File: config.mk
export PLATFORM = sky130hd
export DESIGN_NAME = accel_sched
export DESIGN_NICKNAME = d
export VERILOG_FILES = /design/src/rtl/accel_sched.sv
export SDC_FILE = /design/constraint.sdc
export NUM_CORES = 1
export LEC_CHECK = 0
export ABC_AREA = 1
export CELL_PAD_IN_SITES_DETAIL_PLACEMENT = 0
export CELL_PAD_IN_SITES_GLOBAL_PLACEMENT = 1
export CORE_UTILIZATION = 37
export CTS_BUF_LIST = sky130_fd_sc_hd__clkbuf_2
export CTS_CLUSTER_SIZE = 28
export DETAILED_ROUTE_END_ITERATION = 10
export PLACE_DENSITY_LB_ADDON = 0.1
export SYNTH_ARGS = -nofsm -noshare
export SYNTH_HDL_FRONTEND = slang
export SYNTH_SLANG_ARGS = --single-unit
File: constraint.sdc
create_clock -name wb_clk_i -period 2.39 [get_ports wb_clk_i]
set_input_delay 0.3585 -clock wb_clk_i [delete_from_list [all_inputs] [get_ports wb_clk_i]]
set_output_delay 0.3585 -clock wb_clk_i [all_outputs]
set_load 0.005 [all_outputs]
File: src/rtl/accel_sched.sv
// Wishbone-mapped job sequencer: stages operands, launches one of four
// fixed-latency arithmetic units, captures its result and raises an interrupt.
module accel_sched #(
    parameter int unsigned LAT0 = 2,
    parameter int unsigned LAT1 = 4,
    parameter int unsigned LAT2 = 3,
    parameter int unsigned LAT3 = 8
) (
    input  logic        wb_clk_i,
    input  logic        wb_rst_i,
    input  logic        wbs_cyc_i,
    input  logic        wbs_stb_i,
    input  logic        wbs_we_i,
    input  logic [3:0]  wbs_sel_i,
    input  logic [31:0] wbs_adr_i,
    input  logic [31:0] wbs_dat_i,
    output logic [31:0] wbs_dat_o,
    output logic        wbs_ack_o,
    output logic        irq_o,
    output logic [1:0]  unit_sel_o,
    output logic [3:0]  unit_start_o,
    output logic [31:0] op_a_o,
    output logic [31:0] op_b_o,
    output logic [31:0] op_c_o,
    input  logic [31:0] res0_i,
    input  logic [31:0] res1_i,
    input  logic [31:0] res2_i,
    input  logic [31:0] res3_i
);

    typedef enum logic [1:0] {S_IDLE, S_LAUNCH, S_WAIT, S_CAPTURE} state_t;

    state_t      state_q, state_d;
    logic [31:0] opa_q, opb_q, opc_q, result_q;
    logic [1:0]  unit_q;
    logic        irq_en_q, done_q, err_q;
    logic [3:0]  cnt_q, lat_m1;
    logic [31:0] res_sel, rd_data;
    logic [2:0]  reg_idx;
    logic        accept, wr, busy, start_req, start_ok;
    logic        unused_adr;

    assign reg_idx    = wbs_adr_i[4:2];
    assign unused_adr = ^{wbs_adr_i[31:5], wbs_adr_i[1:0]};
    assign accept     = wbs_cyc_i & wbs_stb_i & ~wbs_ack_o;
    // Writes commit at the end of the ack cycle so LAUNCH lands one cycle after ack.
    assign wr         = wbs_ack_o & wbs_cyc_i & wbs_stb_i & wbs_we_i;
    assign busy       = (state_q != S_IDLE);
    assign start_req  = wr && (reg_idx == 3'd0) && wbs_sel_i[0] && wbs_dat_i[0];
    assign start_ok   = start_req && !busy;
    assign irq_o      = done_q & irq_en_q;

    function automatic logic [31:0] merge(input logic [31:0] old_v,
                                          input logic [31:0] new_v,
                                          input logic [3:0]  sel);
        logic [31:0] r;
        r = old_v;
        for (int unsigned i = 0; i < 4; i++)
            if (sel[i]) r[8*i +: 8] = new_v[8*i +: 8];
        return r;
    endfunction

    always_comb begin
        lat_m1  = 4'(LAT0 - 1);
        res_sel = res0_i;
        case (unit_sel_o)
            2'd1: begin lat_m1 = 4'(LAT1 - 1); res_sel = res1_i; end
            2'd2: begin lat_m1 = 4'(LAT2 - 1); res_sel = res2_i; end
            2'd3: begin lat_m1 = 4'(LAT3 - 1); res_sel = res3_i; end
            default: ;
        endcase
    end

    always_comb begin
        case (reg_idx)
            3'd0:    rd_data = {28'b0, irq_en_q, unit_q, 1'b0};
            3'd1:    rd_data = opa_q;
            3'd2:    rd_data = opb_q;
            3'd3:    rd_data = opc_q;
            3'd4:    rd_data = result_q;
            3'd5:    rd_data = {29'b0, err_q, done_q, busy};
            default: rd_data = '0;
        endcase
    end

    always_comb begin
        state_d      = state_q;
        unit_start_o = '0;
        case (state_q)
            S_IDLE:    if (start_ok) state_d = S_LAUNCH;
            S_LAUNCH: begin
                unit_start_o = 4'b0001 << unit_sel_o;
                state_d      = (lat_m1 == 4'd0) ? S_CAPTURE : S_WAIT;
            end
            S_WAIT:    if (cnt_q == 4'd1) state_d = S_CAPTURE;
            S_CAPTURE: state_d = S_IDLE;
            default:   state_d = S_IDLE;
        endcase
    end

    always_ff @(posedge wb_clk_i) begin
        if (wb_rst_i) begin
            state_q    <= S_IDLE;
            wbs_ack_o  <= 1'b0;
            wbs_dat_o  <= '0;
            opa_q      <= '0;
            opb_q      <= '0;
            opc_q      <= '0;
            result_q   <= '0;
            unit_q     <= '0;
            irq_en_q   <= 1'b0;
            done_q     <= 1'b0;
            err_q      <= 1'b0;
            cnt_q      <= '0;
            unit_sel_o <= '0;
            op_a_o     <= '0;
            op_b_o     <= '0;
            op_c_o     <= '0;
        end else begin
            state_q   <= state_d;
            wbs_ack_o <= accept;
            if (accept) wbs_dat_o <= rd_data;

            if (wr) begin
                case (reg_idx)
                    3'd0: if (wbs_sel_i[0]) begin
                        unit_q   <= wbs_dat_i[2:1];
                        irq_en_q <= wbs_dat_i[3];
                    end
                    3'd1: opa_q <= merge(opa_q, wbs_dat_i, wbs_sel_i);
                    3'd2: opb_q <= merge(opb_q, wbs_dat_i, wbs_sel_i);
                    3'd3: opc_q <= merge(opc_q, wbs_dat_i, wbs_sel_i);
                    3'd5: if (wbs_sel_i[0]) begin
                        if (wbs_dat_i[1]) done_q <= 1'b0;
                        if (wbs_dat_i[2]) err_q  <= 1'b0;
                    end
                    default: ;
                endcase
            end

            if (start_req && busy) err_q <= 1'b1;
            if (start_ok) begin
                unit_sel_o <= wbs_dat_i[2:1];
                op_a_o     <= opa_q;
                op_b_o     <= opb_q;
                op_c_o     <= opc_q;
                done_q     <= 1'b0;
            end

            case (state_q)
                S_LAUNCH:  cnt_q <= lat_m1;
                S_WAIT:    cnt_q <= cnt_q - 4'd1;
                S_CAPTURE: begin
                    result_q <= res_sel;
                    done_q   <= 1'b1;
                end
                default: ;
            endcase
        end
    end

endmodule

# Yosys cells after proc, flatten, opt, wreduce, memory -nomap -nowiden
# Index checks and enable logic that the tools add are counted.
[word_totals]
in_bits = 201
output_inout_bits = 136
word_cells = 103
ff_bits = 270
[op_classes]
n_mux = 20
eq_ne = 14
n_shift = 1
n_reduce_logical = 35
addsub = 1
bitwise = 7
[ops]
columns = ["op", "count"]
rows = [
  ["$pmux W32 S6", 1],
  ["$pmux W32 S3", 1],
  ["$reduce_and A3 Y1", 13],
  ["$mux W1", 12],
  ["$reduce_bool A2 Y1", 6],
  ["$reduce_bool A3 Y1", 4],
  ["$pmux W3 S3", 1],
  ["$eq A2 B2 Y1 const B", 4],
  ["$pmux W2 S4", 1],
  ["$pmux W4 S2", 1],
  ["$reduce_and A4 Y1", 2],
  ["$and A1 B1 Y1", 6],
  ["$eq A3 B2 Y1 const B", 2],
  ["$eq A3 B3 Y1 const B", 2],
  ["$logic_and A1 B1 Y1", 5],
  ["$eq A2 B1 Y1 const B", 2],
  ["$eq A4 B1 Y1 const B", 1],
  ["$logic_not A4 Y1", 1],
  ["$mux W2", 2],
  ["$mux W4", 1],
  ["$ne A2 B2 Y1 const B", 2],
  ["$shl A1 B2 Y4 const A", 1],
  ["$sub A4 B1 Y4 const B", 1],
  ["$eq A3 B1 Y1 const B", 1],
  ["5 further kinds", 5],
]

# Longest topological paths before layout
# Gate-level depths: netlist of run 1.
[depth]
ltp_word = 9
depth_mapped = 10
ltp_nobuf = 8

# Worst setup path before layout of run 1
# Ideal clock, no wire load.
[synth_path]
path_kind = "register to register"
startpoint = "register state_q[0]"
endpoint = "register result_q[16]"
slack_ps = 789
path_buffers = 3
arrival_time_ps = 1491
stages_incl_launch_ff = 9
required_time_ps = 2280
setup_ps = 110
period_less_slack_ps = 1601
path_cell_list = "dfxtp_1 -> ha_1 -> clkbuf_1 -> inv_1 -> clkbuf_1 -> buf_1 -> o21ai_0 -> nand2_1 -> inv_1"
[synth_between]
elab_chain_cells = 1
[synth_lines]
columns = ["element", "line", "rtl"]
rows = [
  ["from (decl)", "33", "state_t state_q, state_d;"],
  ["from (signal assigned)", "120", "state_q <= state_d;"],
  ["$eq A2 B2 Y1", "150", "case (state_q)"],
  ["to (signal assigned)", "154", "result_q <= res_sel;"],
  ["to (decl)", "34", "logic [31:0] opa_q, opb_q, opc_q, result_q;"],
]
# Every way passes these cells.
# A chain may end at the register's enable or synchronous reset.

# Worst setup path in the final report of run 1
[layout_path]
startpoint = "register state_q[1]"
endpoint = "output port unit_start_o[1]"
[layout_between]
elab_chain_cells = 2
[layout_lines]
columns = ["element", "line", "rtl"]
rows = [
  ["$eq A2 B1 Y1", "89", "case (state_q)"],
  ["$mux W4", "89", ""],
  ["to (decl)", "21", "output logic [3:0] unit_start_o,"],
]
# Every way passes these cells.

==> impl_metrics.yaml, run 1 <==
placement:
  dp_slack_ns: 0.0627
  placed_area_um2: 14800
  dp_hpwl_um: 28900
  numPortBuffers: 307
  gp_congestion: 0.919
timing:
  final_hold_viol_count: 0
  rsz0062_at_grt: "no"
  fin_crit_ns: 2.22
  clock-skew-final_ns: 0.0752
  slew_headroom_pct: 51.0
  setup-violations-final: 0
  worst_pin_slew_ns: 0.731
  maxSlewViolCount: 0
  finalCritPeriodShare_pct: 93.0
  max_freq_mhz: 450
  setup_slack_ns: 0.166
  fin_setup_tns_ns: 0
critical_path:
  rr_worst_depth: 9
  crit_fanout: 4
  cp_slowest_cell: "dfxtp_4"
  critPathTopFamily: "buffers and inverters"
  endpoint_kind: "output port"
  cp_cell_sequence: "inv_1, ha_2, inv_2, nor3_1, dlygate4sd2_1"
  max_stage_delay_ns: 0.37
  r2r_end: "unit_sel_o[0]"
  cp.buffers_inverters: 3
  crit_type: "reg2out"
  setup.worst_path.start_class: "flip-flop"
  reg2reg_slack_ns: 0.51
  r2r_start: "wbs_ack_o"
  critical_path_required_ns: 2.03
  worstPathArrival_ns: 1.87
cts:
  clk_path_buf_depth: 3
  clk_pin_slew_worst_paths_ns: 0.10
  cts_sinks: 270
  cts_setup_buffers: 0
  insertion_delay_ns: 0.83
  h-tree-depth: 3
  clock-root-buffer: "clkbuf_2"
  cts_tree: "done"
  cts_buffers: 71
power:
  p_int_mw: 6.24
  finalPower_mw: 8.62
  sw_frac_of_total_pct: 27.5
  p_leak_nw: 5.79
  peakVddDrop_mv: 0.296
  pwr_density_cell_nw_per_um2: 560
  switchingPower_mw: 2.37
  combPwrFrac_pct: 10.8
  pwr-share-seq_pct: 54.0
  clkPwrFrac_pct: 35.3
final_layout:
  final_nets: 2091
  drive_gt1_share_pct: 9.94
  area_growth_syn_to_layout_pct: 39.0
  utilization_pct: 52.9
  multi_input_area_um2: 5030
  fill_cells: 2950
  fin_area_um2: 15400
  register_area_um2: 5410
global_route:
  use_met3_pct: 5.85
  use_met1_pct: 33.8
  gr-total-overflow: 0
  track_usage_pct: 25.8
  grt_first_pass_wirelength_um: 61300
  antenna_found_initial: 2
  globalRouteMet2Util_pct: 41.4
  grt_pass1_vias: 11200
  grt_busiest_layer: "met2"
  grt_max_degree: 51
route:
  drc: 0
  dr_total_vias: 11600
  drt_iter0_drc: 823
  wirelength_um: 39700
  viasPerCell: 5.05
  first_pass_iters: 5
  final_antenna_net_count: 0
  wl_per_cell_um: 17.2
yosys:
  syn_nets: 1743
  yosysUniqueCellTypes: 32
  synth_area_um2: 11100
  synth_top_area_share_pct: 48.8
  synth_area_per_cell_um2: 7.21
  syn_inst: 1536
  yosysSeqAreaShare_pct: 48.8
  ys_ff_latch: 270
  synth_largest_area_cell: "dfxtp_1"
  netlist_top_cells_area: "dfxtp_1, nor2_1, o21ai_0, nand2_1, a21oi_1"
  yosys_warnings: 0
floorplanning:
  coreArea_um2: 29100
  die_area_um2: 30600
  die-height_um: 175
  fp-row-count: 62
  ios: 337
  die_width_um: 175
  start_util_pct: 38.1
min_path:
  hp-start: "res2_i[8]"
  hold_depth: 3
  min_path_type: "in2reg"
  hold_end: "result_q[8]"
outcome:
  status: "finished clean"
job:
  maxCapViolations: 0
worst max-delay path by stage:
stage / cells past startpoint / endpoint / startpoint
2_1_floorplan: 8 / result_q[16] / state_q[0]
3_3_place_gp: 10 / unit_sel_o[0] / wbs_stb_i
3_5_place_dp: 9 / op_c_o[26] / wbs_cyc_i
4_1_cts: 5 / unit_start_o[0] / state_q[1]
5_1_grt: 5 / unit_start_o[1] / state_q[1]
6_report: 5 / unit_start_o[1] / state_q[1]
state kept, by name, indices dropped and copies added, names as in the netlist, 2 cells and up:
signal      cells
op_a_o         32
op_b_o         32
wbs_dat_o      32
opa_q          32
op_c_o         32
cnt_q           4
unit_q          2
result_q       32
opc_q          32
opb_q          32
unit_sel_o      2
state_q         2
stage by stage:
stage	hold WS [ns]	instances
6_report	0.125	2307
5_1_grt	0.0384	2307
4_1_cts	0.0257	2305
3_5_place_dp	0.446	2194
3_3_place_gp	0.441	2194
2_1_floorplan	0.434	1536
cells in the mapped netlist:
| cell | instances |
|---|---|
| nor2_1 | 334 |
| nand2_1 | 304 |
| dfxtp_1 | 270 |
| o21ai_0 | 235 |
| a21oi_1 | 86 |
| clkbuf_1 | 73 |
| inv_1 | 64 |
| nand4_1 | 31 |
| a31oi_1 | 26 |
| a41oi_1 | 26 |
| nand3_1 | 25 |
| buf_2 | 16 |
| o21ai_1 | 10 |
| ha_1 | 6 |
| nor2_2 | 6 |
| buf_6 | 4 |
| clkinv_1 | 3 |
| nor2_4 | 2 |
| nor3_1 | 2 |
| a211oi_1 | 1 |
| a221oi_1 | 1 |
| a311oi_1 | 1 |
| buf_1 | 1 |
| clkinv_2 | 1 |
| inv_2 | 1 |
| nand2_2 | 1 |
| nand2_4 | 1 |
| nand3_4 | 1 |
| nor2_8 | 1 |
| o211ai_1 | 1 |
| o21a_1 | 1 |
| o2bb2ai_1 | 1 |
layout make-up:
cell class,instances,share of cell area (%)
clock buffers,100,3.25
multi-input cells,1103,32.7
inverters,69,1.74
clock inverters,10,0.414
well taps,384,3.12
repair buffers,369,23.6
flip-flops and latches,270,35.1
diodes,2,0.0325
worst min-delay path, stage by stage:
cell	delay, ns
clkdlybuf4s50_1	0.40
nand2_1	0.07
a41oi_1	0.09
logic make-up after synthesis:
family / after synthesis / share of synthesized area, %
AO/OA/AOI/OAI: 389 / 18.9
buffers and inverters: 163 / 5.99
flip-flops: 270 / 48.8
AND/OR/NAND/NOR: 708 / 25.6
adder cells (fa/ha/maj): 6 / 0.678
power groups by stage:
stage / Sequential [mW] / Combinational, mW / Clock, mW
6_report: 4.65 / 0.927 / 3.04
5_1_grt: 4.67 / 1.01 / 3.41
4_1_cts: 4.65 / 0.927 / 3.14
3_5_place_dp: 4.75 / 0.919 / 0
3_3_place_gp: 4.75 / 0.915 / 0
2_1_floorplan: 4.73 / 0.392 / 0
metal layers:
metal	part of all wire (%)	routed length [µm]	up-vias
li1	-	-	5809
met1	44	17500	5296
met4	2.4	969	0
met3	8.1	3230	63
met5	0	0	-
met2	45	18000	478
cell usage in the layout, fill, tap and decap left out, types with 5 or more instances in the layout:
cell	n
buf_4	53
nand4_1	31
clkdlybuf4s50_1	302
nor2_1	332
nand2_1	302
dfxtp_1	267
buf_12	8
clkbuf_2	100
clkinv_1	8
a31oi_1	26
inv_1	62
a41oi_1	26
o21ai_0	235
o21ai_1	10
nand3_1	25
a21oi_1	86
ha_1	5
inv_2	5
nor2_2	7
timing repair:
| item | CTS | global route |
|---|---|---|
| hold buffers | 1 | 0 |
| endpoints found under the hold margin | 9 | 0 |
| resized for setup | 11 | 4 |
| endpoints found under the setup margin | 4 | 1 |
(Power assumes the default switching activity.)
==> run 2: changes to the inputs <==
- SKIP_CTS_REPAIR_TIMING: unset -> 1
==> run 2 against run 1 <==
Against the previous run: the run now ends with setup timing left; count of clock-buffer cells in the layout is the same; sequential power is essentially flat; core utilization grew 0.11 points; clock power is essentially flat; critical endpoint is now unit_start_o[0]; register-to-register slack lost 0.13 ns.
==> impl_metrics.yaml, run 2 (same netlist as run 1, synthesis figures left out) <==
route:
  dr_total_vias: 11700
  drc: 0
  wl_per_cell_um: 17.2
  drt_iter0_drc: 820
  wirelength_um: 39800
  viasPerCell: 5.05
  final_antenna_net_count: 0
  first_pass_iters: 5
critical_path:
  setup.worst_path.start_class: "flip-flop"
  worstPathArrival_ns: 2.06
  critical_path_required_ns: 2.03
  cp_cell_sequence: "inv_1, ha_1, inv_2, nor2_1, clkdlybuf4s50_1"
  cp_slowest_cell: "clkdlybuf4s50_1"
  crit_fanout: 4
  endpoint_kind: "output port"
  max_stage_delay_ns: 0.50
  crit_type: "reg2out"
placement:
  placed_area_um2: 14800
  gp_congestion: 0.919
  dp_slack_ns: 0.0627
  dp_hpwl_um: 28900
  numPortBuffers: 307
floorplanning:
  die_width_um: 175
  ios: 337
  coreArea_um2: 29100
  start_util_pct: 38.1
  fp-row-count: 62
  die_area_um2: 30600
  die-height_um: 175
outcome:
  status: "complete, but fails checks"
  violations: "setup timing"
timing:
  final_hold_viol_count: 0
  clock-skew-final_ns: 0.0754
  setup-violations-final: 1
  whs_ns: 0.122
  fin_crit_ns: 2.42
  finalCritPeriodShare_pct: 101
  setup_slack_ns: -0.0329
  rsz0062_at_grt: "yes"
  max_freq_mhz: 413
  maxSlewViolCount: 0
  fin_setup_tns_ns: -0.0329
  slew_headroom_pct: 49.8
  worst_pin_slew_ns: 0.749
cts:
  cts_buffers: 71
  insertion_delay_ns: 0.83
  cts_tree: "done"
  cts_sinks: 270
  clk_path_buf_depth: 3
  clk_pin_slew_worst_paths_ns: 0.10
  clock-root-buffer: "clkbuf_2"
  h-tree-depth: 3
power:
  p_leak_nw: 5.83
  pwr_density_cell_nw_per_um2: 558
  p_int_mw: 6.24
  combPwrFrac_pct: 10.8
  switchingPower_mw: 2.37
  pwr-share-seq_pct: 54.0
  finalPower_mw: 8.61
  peakVddDrop_mv: 0.293
  sw_frac_of_total_pct: 27.5
  clkPwrFrac_pct: 35.2
global_route:
  track_usage_pct: 25.8
  grt_pass1_vias: 11200
  gr-total-overflow: 0
  antenna_found_initial: 2
  grt_max_degree: 51
  grt_first_pass_wirelength_um: 61200
final_layout:
  layout_common_cells: "nor2_1, clkdlybuf4s50_1, nand2_1"
  layout_commonest_cell: "nor2_1"
  drive_gt1_share_pct: 10.1
  final_nets: 2095
  fin_area_um2: 15400
  area_growth_syn_to_layout_pct: 39.3
min_path:
  min_path_type: "in2reg"
job:
  maxCapViolations: 0
## run 2: layout make-up
cell class                      instances  area (µm²)
Tap cell                              384         480
Inverter                               69         267
Timing Repair Buffer                  373        3670
Clock inverter                         10        63.8
Multi-Input combinational cell       1103        5030
Sequential cell                       270        5410
Fill cell                            2941       13700
Clock buffer                          100         500
Antenna cell                            2        5.00
## run 2: worst paths after layout
check,start,endpoint,slack (ns),cells after the start
worst max-delay path,state_q[1],unit_start_o[0],-0.03,5
worst min-delay path,res2_i[8],result_q[8],0.12,3
worst max register to register,unit_sel_o[0],result_q[2],0.38,6
worst min register to register,opc_q[27],opc_q[27],0.46,2
## run 2: power groups by stage
stage	Clock (mW)	Sequential, mW	Combinational, mW
2_1_floorplan	0	4.73	0.392
6_report	3.03	4.65	0.927
3_3_place_gp	0	4.75	0.915
4_1_cts	3.14	4.65	0.924
5_1_grt	3.41	4.66	1.01
3_5_place_dp	0	4.75	0.919
## run 2: through the flow
| stage | std cells | util, % |
|---|---|---|
| after global routing | 2311 | 53.0 |
| after CTS | 2304 | 52.8 |
| after detailed placement | 2194 | 50.9 |
| after floorplan | 1536 | - |
| after global placement | 2194 | 50.9 |
| final | 2311 | 53.0 |
## run 2: routing by layer
layer | track usage (%) | part of all wire, % | routed length [µm]
met1 | 33.7 | 44 | 17500
met3 | 5.85 | 8.2 | 3260
met5 | 0 | 0 | 0
met2 | 41.4 | 45 | 18100
met4 | 9.60 | 2.4 | 966
## run 2: critical path, delay by kind of cell (launching register included)
| kind | cells | cell delay, ns |
|---|---|---|
| buffers and inverters | 3 | 0.64 |
| adder cells (fa/ha/maj) | 1 | 0.16 |
| flip-flops | 1 | 0.35 |
| AND/OR/NAND/NOR | 1 | 0.10 |
==> patch, RTL diff (flow settings as in run 2) <==
The 4 states of `state_t` get a Gray code encoding in 2 bits.
--- a/src/rtl/accel_sched.sv
+++ b/src/rtl/accel_sched.sv
@@ -29,5 +29,5 @@
 );
 
-    typedef enum logic [1:0] {S_IDLE, S_LAUNCH, S_WAIT, S_CAPTURE} state_t;
+    typedef enum logic [1:0] {S_IDLE = 2'b00, S_LAUNCH = 2'b01, S_WAIT = 2'b11, S_CAPTURE = 2'b10} state_t;
 
     state_t      state_q, state_d;
Behaviour: same outputs for any inputs over 4 cycles, from zero or initial values and one cycle with wb_rst_i high; so few cycles prove little.
==> patch against run 2 <==
Sequential share of layout area is 1.6 points lower; area after synthesis is 7.1% higher; core utilization is 1.8 points lower; via count increased by 6.5%; cell area grew 4.8%; total power rose by 0.42%; sequential cell count unchanged; wire length is 9.1% higher; setup slack improved by 210 ps; critical path type unchanged; largest cell class unchanged; highest routed layer is now met5.
==> patch: results (changes against run 2) <==
Power and ir drop
  • Switching Fraction: 26.0% (-1.5 points)
  • Internal power: 6.40 mW (+2.4%)
  • Leakage power figure: 6.07 nW (+4.2%)
  • Sequential power: 4.50 mW (-3%)

Finish
  • # clk buffers: 103 (+3.0%)
  • Non-clock buffers, area share: 22.5% (-1.3 points)
  • Design Area, Final: 16200 um2 (+4.8%)
  • Layout clock area frac: 4.18% (+0.52 points)
  • Multi-In Gates: 1149 (+4.2%)
  • N_diodes: 4 (+2)
  • Fraction of area in multi-input gates: 33.0% (+0.39 points)
  • FILL cells: 3220 (+9.5%)
  • Sequential share of cell area: 33.5% (-1.6 points)
  • Buffers, non-clock: 362 (-2.9%)
  • Share of cells above drive strength 1: 9.16% (-0.92 points)
  • Inverters: 156 (+130%)
  • Num sequential: 270 (unchanged)

Critical path
  • Reg2Reg Capture Point: op_c_o[15]$_SDFFE_PP0P_
  • Reg2reg start: wbs_ack_o$_SDFF_PP0_
  • Crit path from: irq_en_q$_SDFFE_PP0P_
  • Crit path max fanout: 3 (-1)
  • Worst setup path endpoint: irq_o
  • R2R Setup Slk: 760 ps (+380 ps)
  • Slowest CP cell: clkdlybuf4s50_1
  • Critical path arrival: 1860 ps (-200 ps)
  • Reg2Reg Depth: 9 (+3)

Worst hold path
  • WHS Endpoint: result_q[3]$_SDFFE_PP0P_
  • Min-delay src: res1_i[3]

Global routing
  • Routing usage on met2: 39.7% (-1.7 points)
  • Total Routing Usage GR: 26.1% (+0.33 points)
  • Met1 usage: 35.2% (+1.5 points)
  • Largest net degree at the start of global routing: 79 (+55%)
  • Initial antenna violation count: 5 (+3)

Route
  • Met3 Wirelength: 3.25 mm (-0.40%)
  • DR iter-0 viols: 885 (+7.9%)
  • Average wire per standard cell: 17.7 um (+2.5%)
  • Vias: 12441 (+6.5%)
  • Top layer in use: met5
  • Met2 routed WL: 18.8 mm (+4.0%)
  • M1 wire length: 20.0 mm (+14%)

Yosys
  • Seq/Total Area, Yosys: 45.5% (-3.3 points)
  • Netlist cell types: 30 (-6.3%)
  • Most area-consuming cells after synthesis: dfxtp_1, nor2_1, nand2_1, a21oi_1, o21ai_0
  • Post-synth top cells: nor2_1, nand2_1, dfxtp_1, a21oi_1, o21ai_0
  • Synth Area in Compound Gates: 16.9% (-2.1 points)
  • Total nets after synthesis: 1905 (+9.3%)
  • FFs w/ async S/R, synth: 0% (unchanged)

Run status
  • Outcome: complete, no violations

Clocking
  • Num CTS Buffers: 72 (+1.4%)
  • Clk_lat worst skew: 850 ps (+20 ps)

Placed design
  • Gpl congestion: 0.887 (-3.5%)
  • Cell Area, Placed: 15400 um2 (+4.4%)

STA
  • Max_slew headroom: 69.0% (+19 points)
  • Max Clock Skew: 81.3 ps (+5.93 ps)
## patch: changes by cell type in the layout (fill, tap and decap cells not counted), moves of 4 or more
| cell | delta |
|---|---|
| a21oi_1 | +89 |
| a31oi_1 | -25 |
| buf_12 | +4 |
| buf_4 | -15 |
| ha_1 | -4 |
| inv_1 | +86 |
| nand2_1 | -5 |
| nand3_1 | +36 |
| nand4_1 | +71 |
| nor2_1 | -38 |
| o21ai_0 | -67 |
| o21ai_1 | -10 |
## patch: metrics by stage
step	instances	TNS [ps]	hold slack (ps)	utilization, %	worst slack (ps)
finish	2459	0	121	51.3	173
global route	2459	0	71.2	51.3	48.5
CTS	2453	-1950	-71.1	51.1	-540
detailed placement	2337	0	457	48.9	104
global placement	2337	0	450	48.9	107
floorplan	1702	0	445	-	857
## patch: worst register-to-register path, delay by kind of cell, from the launching register on
kind,cells,cell delay (ps)
DFF,1,380
and+or+nand+nor,7,810
buffers and inverters,2,370
